==> config.mk <==
export PLATFORM = sky130hd
export DESIGN_NAME = csi_packet_parser
export DESIGN_NICKNAME = d
export VERILOG_FILES = /design/src/rtl/csi_packet_parser_pkg.sv /design/src/rtl/csi_packet_parser_ph_ecc.sv /design/src/rtl/csi_packet_parser.sv
export SDC_FILE = /design/constraint.sdc
export NUM_CORES = 1
export LEC_CHECK = 0
export BUFFER_PORTS_ARGS = -buffer_cell sky130_fd_sc_hd__buf_2
export CORE_MARGIN = 2
export CORE_UTILIZATION = 40
export DETAILED_ROUTE_END_ITERATION = 6
export GPL_ROUTABILITY_DRIVEN = 0
export GPL_TIMING_DRIVEN = 0
export SETUP_SLACK_MARGIN = 0.1
export SLEW_MARGIN = 20
export SYNTH_ARGS = -nofsm -noshare
export SYNTH_HDL_FRONTEND = slang
export SYNTH_SLANG_ARGS = --single-unit
==> constraint.sdc <==
create_clock -name rxbyteclkhs -period 2.65 [get_ports rxbyteclkhs]
set_clock_uncertainty 0.1 [all_clocks]
set_input_delay 0.53 -clock rxbyteclkhs [delete_from_list [all_inputs] [get_ports rxbyteclkhs]]
set_output_delay 0.53 -clock rxbyteclkhs [all_outputs]
set_load 0.02 [all_outputs]
==> src/rtl/csi_packet_parser_pkg.sv <==
`default_nettype none
// +--------------------------------------------------------------------------+
// | csi_packet_parser_pkg                                                    |
// | Shared constants, state encoding and header field helpers for CSI-2 RX.  |
// | Revision: 1.0                                                            |
// +--------------------------------------------------------------------------+
package csi_packet_parser_pkg;

  localparam int         c_data_w      = 16;
  localparam int         c_ph_w        = 24;
  localparam int         c_ecc_w       = 6;
  localparam logic [7:0] c_long_dt_min = 8'h10;

  typedef enum logic [2:0] {
    ST_IDLE    = 3'd0,
    ST_HDR     = 3'd1,
    ST_PAYLOAD = 3'd2,
    ST_CRC     = 3'd3,
    ST_DRAIN   = 3'd4
  } state_t;

  // First header word is {WC_lo, DI}; second is {ECC, WC_hi}.
  function automatic logic [7:0] di_field(input logic [15:0] first_word);
    return first_word[7:0];
  endfunction

  function automatic logic [15:0] wc_field(input logic [15:0] first_word,
                                           input logic [15:0] second_word);
    return {second_word[7:0], first_word[15:8]};
  endfunction

  function automatic logic [5:0] ecc_field(input logic [15:0] second_word);
    return second_word[13:8];
  endfunction

  function automatic logic is_long_dt(input logic [7:0] di,
                                      input logic [7:0] long_min);
    return {2'b00, di[5:0]} >= long_min;
  endfunction

endpackage
`default_nettype wire

==> src/rtl/csi_packet_parser_ph_ecc.sv <==
`default_nettype none
// +--------------------------------------------------------------------------+
// | csi_ph_ecc                                                               |
// | Combinational CSI-2 packet-header ECC: 24 header bits -> 6 parity bits.  |
// | Revision: 1.0                                                            |
// +--------------------------------------------------------------------------+
module csi_ph_ecc
  import csi_packet_parser_pkg::*;
(
  input  logic [c_ph_w-1:0]  ph,
  output logic [c_ecc_w-1:0] ecc
);

  // Each parity bit covers the header bits whose Hamming column has that bit set.
  localparam logic [c_ph_w-1:0] c_ecc_mask [c_ecc_w] = '{
    24'hF12CB7,
    24'hF2555B,
    24'h749A6D,
    24'hB8E38E,
    24'hDF03F0,
    24'hEFFC00
  };

  for (genvar i = 0; i < c_ecc_w; i++) begin : g_parity
    assign ecc[i] = ^(ph & c_ecc_mask[i]);
  end

endmodule
`default_nettype wire

==> src/rtl/csi_packet_parser.sv <==
`default_nettype none
// +--------------------------------------------------------------------------+
// | csi_packet_parser                                                        |
// | Splits merged CSI-2 HS words into a checked packet header and payload.   |
// | Revision: 1.0                                                            |
// +--------------------------------------------------------------------------+
module csi_packet_parser
  import csi_packet_parser_pkg::*;
#(
  parameter int         DATA_STREAM_WIDTH = c_data_w,
  parameter int         PH_STREAM_WIDTH   = c_ph_w,
  parameter logic [7:0] LONG_DT_MIN       = c_long_dt_min
) (
  input  logic                         rxbyteclkhs,
  input  logic                         reset,
  input  logic [DATA_STREAM_WIDTH-1:0] in_data,
  input  logic                         in_valid,
  output logic [DATA_STREAM_WIDTH-1:0] data_stream,
  output logic [PH_STREAM_WIDTH-1:0]   ph_stream,
  output logic                         ph_select,
  output logic                         valid_stream,
  output logic                         ecc_error,
  output logic                         data_last,
  output logic                         data_half,
  output logic                         trunc_error
);

  state_t        r_state;
  logic [15:0]   r_hdr_lo;
  logic [15:0]   r_rem;

  logic [c_ph_w-1:0]  w_header;
  logic [c_ecc_w-1:0] w_ecc_calc;
  logic               w_ecc_bad;
  logic [15:0]        w_wc;
  logic               w_is_long;

  assign w_wc      = wc_field(r_hdr_lo, in_data);
  assign w_header  = {w_wc, di_field(r_hdr_lo)};
  assign w_ecc_bad = |(w_ecc_calc ^ ecc_field(in_data));
  assign w_is_long = is_long_dt(di_field(r_hdr_lo), LONG_DT_MIN);

  csi_ph_ecc u_ph_ecc (
    .ph  (w_header),
    .ecc (w_ecc_calc)
  );

  always_ff @(posedge rxbyteclkhs or posedge reset) begin
    if (reset) begin
      r_state      <= ST_IDLE;
      r_hdr_lo     <= '0;
      r_rem        <= '0;
      data_stream  <= '0;
      ph_stream    <= '0;
      ph_select    <= 1'b0;
      valid_stream <= 1'b0;
      ecc_error    <= 1'b0;
      data_last    <= 1'b0;
      data_half    <= 1'b0;
      trunc_error  <= 1'b0;
    end else begin
      // Qualifiers are single-cycle; the data buses simply hold.
      ph_select    <= 1'b0;
      valid_stream <= 1'b0;
      ecc_error    <= 1'b0;
      data_last    <= 1'b0;
      data_half    <= 1'b0;
      trunc_error  <= 1'b0;

      case (r_state)
        ST_IDLE: begin
          if (in_valid) begin
            r_hdr_lo <= in_data;
            r_state  <= ST_HDR;
          end
        end

        ST_HDR: begin
          if (!in_valid) begin
            trunc_error <= 1'b1;
            r_state     <= ST_IDLE;
          end else begin
            ph_stream    <= w_header;
            ph_select    <= 1'b1;
            valid_stream <= 1'b1;
            ecc_error    <= w_ecc_bad;
            if (w_ecc_bad || !w_is_long) begin
              r_state <= ST_DRAIN;
            end else if (w_wc == 16'd0) begin
              r_state <= ST_CRC;
            end else begin
              r_rem   <= w_wc;
              r_state <= ST_PAYLOAD;
            end
          end
        end

        ST_PAYLOAD: begin
          if (!in_valid) begin
            trunc_error <= 1'b1;
            r_state     <= ST_IDLE;
          end else begin
            data_stream  <= in_data;
            valid_stream <= 1'b1;
            if (r_rem > 16'd2) begin
              r_rem <= r_rem - 16'd2;
            end else begin
              // A single remaining byte means the upper lane already carries CRC_lo.
              data_last <= 1'b1;
              data_half <= r_rem[0];
              r_state   <= ST_CRC;
            end
          end
        end

        ST_CRC: begin
          if (!in_valid) begin
            trunc_error <= 1'b1;
            r_state     <= ST_IDLE;
          end else begin
            r_state <= ST_DRAIN;
          end
        end

        ST_DRAIN: begin
          if (!in_valid) begin
            r_state <= ST_IDLE;
          end
        end

        default: r_state <= ST_IDLE;
      endcase
    end
  end

endmodule
`default_nettype wire

* Yosys cells after proc, flatten, opt, wreduce, memory -nomap -nowiden
Index checks and enable logic that the tools add are counted.
** Word-level totals
- Input port bits :: 19
- Bits in registers :: 81
** Cells by class
- Mux-type cells :: 28
- Equality and inequality tests :: 12
- Reductions and logical operators :: 19
- $lt $le $gt $ge :: 2
- Bitwise gates (word level) :: 1
- Add/subtract/negate cells :: 1
** Operators with widths (count)
- parity 24 bit :: 6
- two-way mux 16 bit :: 5
- case mux 16 bit (2 select lines) :: 1
- two-way mux 3 bit :: 7
- greater-than comparator 16 x 2 -> 1 bit, second input constant :: 1
- zero test 16 bit :: 1
- subtractor 16 x 2 -> 16 bit, second input constant :: 1
- case mux 3 bit (5 select lines) :: 1
- two-way mux 1 bit :: 14
- != test 2 bit, second input constant :: 7
- equality test 3 x 2 -> 1 bit, second input constant :: 2
- greater-or-equal comparator 6 x 5 -> 1 bit, second input constant :: 1
- AND reduction 2 bit :: 3
- AND reduction 6 bit :: 1
- OR reduction 6 bit :: 1
- bitwise XOR 6 bit :: 1
- equality test 3 x 1 -> 1 bit, second input constant :: 1
- equality test 3 bit, second input constant :: 1
- zero test 3 bit :: 1
- != test 3 bit, second input constant :: 1
- AND reduction 3 bit :: 1
- OR reduction 3 bit :: 1
- nonzero test 2 bit :: 1
- OR reduction 2 bit :: 1
- 2 further kinds :: 2

* Logic depth before layout (Yosys ltp)
- Depth in word-level cells :: 7
- Depth in mapped cells :: 11

* By module
From an unflattened synthesis, not the netlist that was laid out.
** Second synthesis, totals
- Cell total of the unflattened synthesis :: 341
- Area total of the unflattened synthesis :: 4172.8 um^2
** By module, submodules not included
- csi_packet_parser :: cells an instance 300, sequential area each 2026.9 um^2, instances 1, area an instance 3653.5 um^2
- csi_ph_ecc :: cells an instance 41, sequential area each 0.0 um^2, instances 1, area an instance 519.2 um^2

* Least setup slack after synthesis
No wires, ideal clock.
- Path kind :: input -> register
- Start point :: input in_data[6]
- End point :: register r_rem[7]
- Setup slack :: -0.105 ns
- Buffers on the path :: 2
- Arrival :: 2.526 ns
- Data required time :: 2.422 ns
- Cell stages on the path :: 11
- Path through :: inv_1 ha_1 xnor2_2 xnor3_1 xnor3_2 nand4_4 o21bai_4 and2_1 buf_4 buf_8 a21oi_2
** Between the ends
- Word-level cells in the longest chain between the ends :: 6
** Ends and longest elaborated chain
- start: declaration :: RTL line csi_packet_parser.sv:16 : input logic [DATA_STREAM_WIDTH-1:0] in_data,
- parity 24 bit :: RTL line csi_packet_parser_ph_ecc.sv:25 : assign ecc[i] = ^(ph & c_ecc_mask[i]);
- bitwise XOR 6 bit :: RTL line csi_packet_parser.sv:40 : assign w_ecc_bad = |(w_ecc_calc ^ ecc_field(in_data));
- OR reduction 6 bit :: RTL line csi_packet_parser.sv:40
- logical OR 1 bit :: RTL line csi_packet_parser.sv:87 : if (w_ecc_bad || !w_is_long) begin
- != test 2 bit (no source line)
- AND reduction 6 bit (no source line) *
- end signal: assignment :: RTL line csi_packet_parser.sv:92 : r_rem <= w_wc;
- end signal: assignment :: RTL line csi_packet_parser.sv:106 : r_rem <= r_rem - 16'd2;
- end: declaration :: RTL line csi_packet_parser.sv:30 : logic [15:0] r_rem;
Every way passes the cells marked *; elsewhere a longest branch is shown, timed or not.
A chain may end at the register's enable or synchronous reset.

* Worst setup path in the final report
- Start point :: register r_hdr_lo[12]
- End point :: register r_rem[3]
** Between the ends
- Word-level cells in the longest chain between the ends :: 6
** Ends and longest elaborated chain
- start: declaration :: RTL line csi_packet_parser.sv:29 : logic [15:0] r_hdr_lo;
- start signal: assignment :: RTL line csi_packet_parser.sv:73 : r_hdr_lo <= in_data;
- parity 24 bit :: RTL line csi_packet_parser_ph_ecc.sv:25
- bitwise XOR 6 bit :: RTL line csi_packet_parser.sv:40
- OR reduction 6 bit :: RTL line csi_packet_parser.sv:40
- logical OR 1 bit :: RTL line csi_packet_parser.sv:87
- != test 2 bit (no source line)
- AND reduction 6 bit (no source line) *
Marked as above.

==> summary.md <==
| Metric | Value |
|---|---|
| Final Cycle Share | `98.9%` |
| Max_cap viols | `0` |
| Iter 0 DRT Violations | `164` |
| Slew margin rel. | `58.1%` |
| Area of the die | `0.0112 mm2` |
| Area delta synth->final | `27.5%` |
| Post-synthesis sequential area ratio | `48.7%` |
| R2R cell count | `11` |
| Nets | `487` |
| Max clock buf depth | `2` |
| Crit path cell chain | `inv_2 -> ha_4 -> xnor3_1 -> xnor2_2 -> and3_4 -> o21ai_4 -> o21bai_4 -> and2_4 -> buf_8 -> clkbuf_16 -> a21oi_2` |
| Critical path class | `flop to flop` |
| Fmax achieved | `382 MHz` |
| Worst hold path class | `input port to async pin` |
| Initial antenna violation count | `0` |
| Via-to-Cell Ratio | `5.29` |
| Mapped Cells | `364` |
| First-pass GRT wire length | `16.6 mm` |
| Met2 Track Usage GR | `30.4%` |
| Row Count | `37` |
| N_diodes | `0` |
| Syn avg cell area | `11.4 um2` |
| Static leakage | `2.38 nW` |
| CTS root buf | `clkbuf_8` |
| Core area | `0.0102 mm2` |
| TritonCTS clock tree | `done` |
| Final worst slack | `0.0299 ns` |
| Commonest non-fill, non-tap cell in the layout | `dfrtp_1` |
| CTS clk-pin slew, worst paths | `0.08 ns` |
| FF+latch count, synth | `81` |
| I/O pin count | `65` |
| Critical path arrival | `2.77 ns` |
| Share of cells above drive strength 1 | `42.5%` |
| Pre-CTS setup slack | `-0.439 ns` |
| Power Density | `1450 mW/mm2` |
| Vias in the first global route | `3,047` |
| Final WL | `10.5 mm` |
| Clk_lat worst skew | `0.36 ns` |
| Worst setup SP type | `flop` |
| # H-tree levels | `3` |
| Netlist cell types | `45` |
| Peak per-stage delay on the critical path | `0.44 ns` |
| Crit path max fanout | `7` |
| # DRC | `0` |
| Top FF cell, synth | `dfrtp_1` |
| Worst-Margin Slew | `0.625 ns` |
| Outcome | `finished, final reports clean` |
| VDD IR max | `0.000939 V` |
| Post-DRT Antenna Nets | `0` |
| CTS Hold Bufs | `0` |
| WP data required | `2.80 ns` |
| CP max stage cell | `dfrtp_2` |
| Number of iterations in the first detailed-routing pass | `4` |
| Most frequent cells in the layout | `76 x dfrtp_1, 62 x buf_2, 47 x mux2_2` |
| Busiest grt layer | `met2` |
| Synthesis warning total | `0` |
| RSZ-0062 raised after global routing | `yes` |
| Clk sink count | `81` |
| Global Route met3 Usage | `4.35%` |
| Overall Global Routing Usage | `19.4%` |
| Final Max Slew Viols | `0` |
| Hold_ws | `0.124 ns` |
| Tmin final | `2.62 ns` |
| DP HPWL | `7.24 mm` |
| Largest net degree at the start of global routing | `35` |
| Post-synth EDFFs | `0` |
| Post-Syn Nets | `393` |
| TritonCTS Buffers | `9` |
| Post-Syn Area | `0.00416 mm2` |
| Endpoint type of the worst setup path | `flop` |
| Vias | `3,170` |
| Hold Vio Cnt, Final | `0` |
| Initial Utilization | `40.7%` |
| Asr flop ratio synth | `100%` |
| Final setup fails | `0` |
| Remaining Overflow, GRT | `0` |
| PortBufs | `64` |
| GR Layer Usage met1 | `26.6%` |
| Die width | `106 um` |
| Die Span Y | `106 um` |
| Drt wl/cell | `17.5 um` |
## final cells by class
type / instances / area (um2)
clock buffer: 14 / 163
fill: 902 / 4930
clock inverter: 2 / 60.1
tap: 136 / 170
inverter: 23 / 90.1
sequential: 81 / 2030
multi-input combinational: 246 / 2190
timing repair buffer: 83 / 514
buffer: 14 / 83.8
## flip-flops by register name, indices dropped and copies added (netlist names), 3 cells and up
signal / count
r_rem: 16
r_hdr_lo: 16
r_state: 3
data_stream: 16
ph_stream: 24
## critical path: cells and delay by family, from the launching register on
family                   cells  cell delay (ns)
AO/OA/AOI/OAI                3             0.34
XOR/XNOR                     2             0.64
flip-flops                   1             0.44
adder cells (fa/ha/maj)      1             0.19
buffers and inverters        3             0.35
AND/OR/NAND/NOR              2             0.43
## Yosys cell counts, types with 2 or more instances
cell | instances | area (um2)
xor2_1 | 4 | 35.0
nand4_1 | 3 | 18.8
dfrtp_1 | 81 | 2030
nand3_1 | 10 | 50.1
inv_1 | 23 | 86.3
xnor3_1 | 8 | 180
nand3b_1 | 2 | 15.0
mux2_2 | 47 | 529
a21oi_2 | 10 | 87.6
or3_1 | 2 | 12.5
o21ai_0 | 24 | 120
nand2_1 | 26 | 97.6
o21a_1 | 2 | 15.0
nor3_1 | 10 | 50.1
a31oi_1 | 13 | 81.3
ha_1 | 10 | 125
nand2b_1 | 6 | 37.5
nor4_1 | 2 | 12.5
o22ai_1 | 3 | 18.8
a21oi_1 | 7 | 35.0
and2_1 | 2 | 12.5
xnor2_1 | 24 | 210
nor2_1 | 14 | 52.6
clkbuf_1 | 10 | 37.5
## through the flow
stage               cells  setup TNS [ns]  total power, mW  cell area (um2)  utilization (%)
floorplan             364               0             5.02             4200                -
global placement      564           -7.00             5.77             4690             45.8
detailed placement    566           -8.25             5.83             4730             46.2
CTS                   590               0             7.25             5120             50.0
global route          599          -0.285             8.19             5300             51.8
finish                599               0             7.71             5300             51.8
## worst paths after layout
kind | startpoint | end | slack [ns]
hold / removal | reset | r_rem[8] | 0.12
setup reg to reg | r_hdr_lo[12] | r_rem[3] | 0.03
setup / recovery | r_hdr_lo[12] | r_rem[3] | 0.03
max in group asynchronous | reset | r_hdr_lo[10] | 1.75
hold reg to reg | ph_stream[11] | ph_stream[11] | 0.40
min in group rxbyteclkhs | in_valid | trunc_error | 0.28
## routing by layer
layer / vias up / share of wire, %
met2: 88 / 48
met3: 17 / 6.4
met4: 0 / 1.4
li1: 1469 / -
met1: 1596 / 45
met5: - / 0
## where the power goes
part           total [mW]  internal (mW)  switching, mW
registers            2.15           1.74          0.412
clock network        1.03          0.584          0.443
logic                4.53           2.33           2.20
## cell families after synthesis
group                      Yosys count  share of synthesized area, %
AOI/OAI and AO/OA                   68                          10.6
muxes                               47                          12.7
buffers and inverters               37                          3.73
xor gates and xnor gates            38                          11.2
DFF                                 81                          48.7
and+or+nand+nor                     83                          10.0
adders and majority gates           10                          3.01
## timing repair
action,in CTS,in global routing
setup buffers,8,8
hold endpoints to repair,0,0
gates resized for setup,20,23
cloned,0,1
pin swaps,10,7
setup endpoints to repair,38,37
Power figures use the tool's default switching activity.
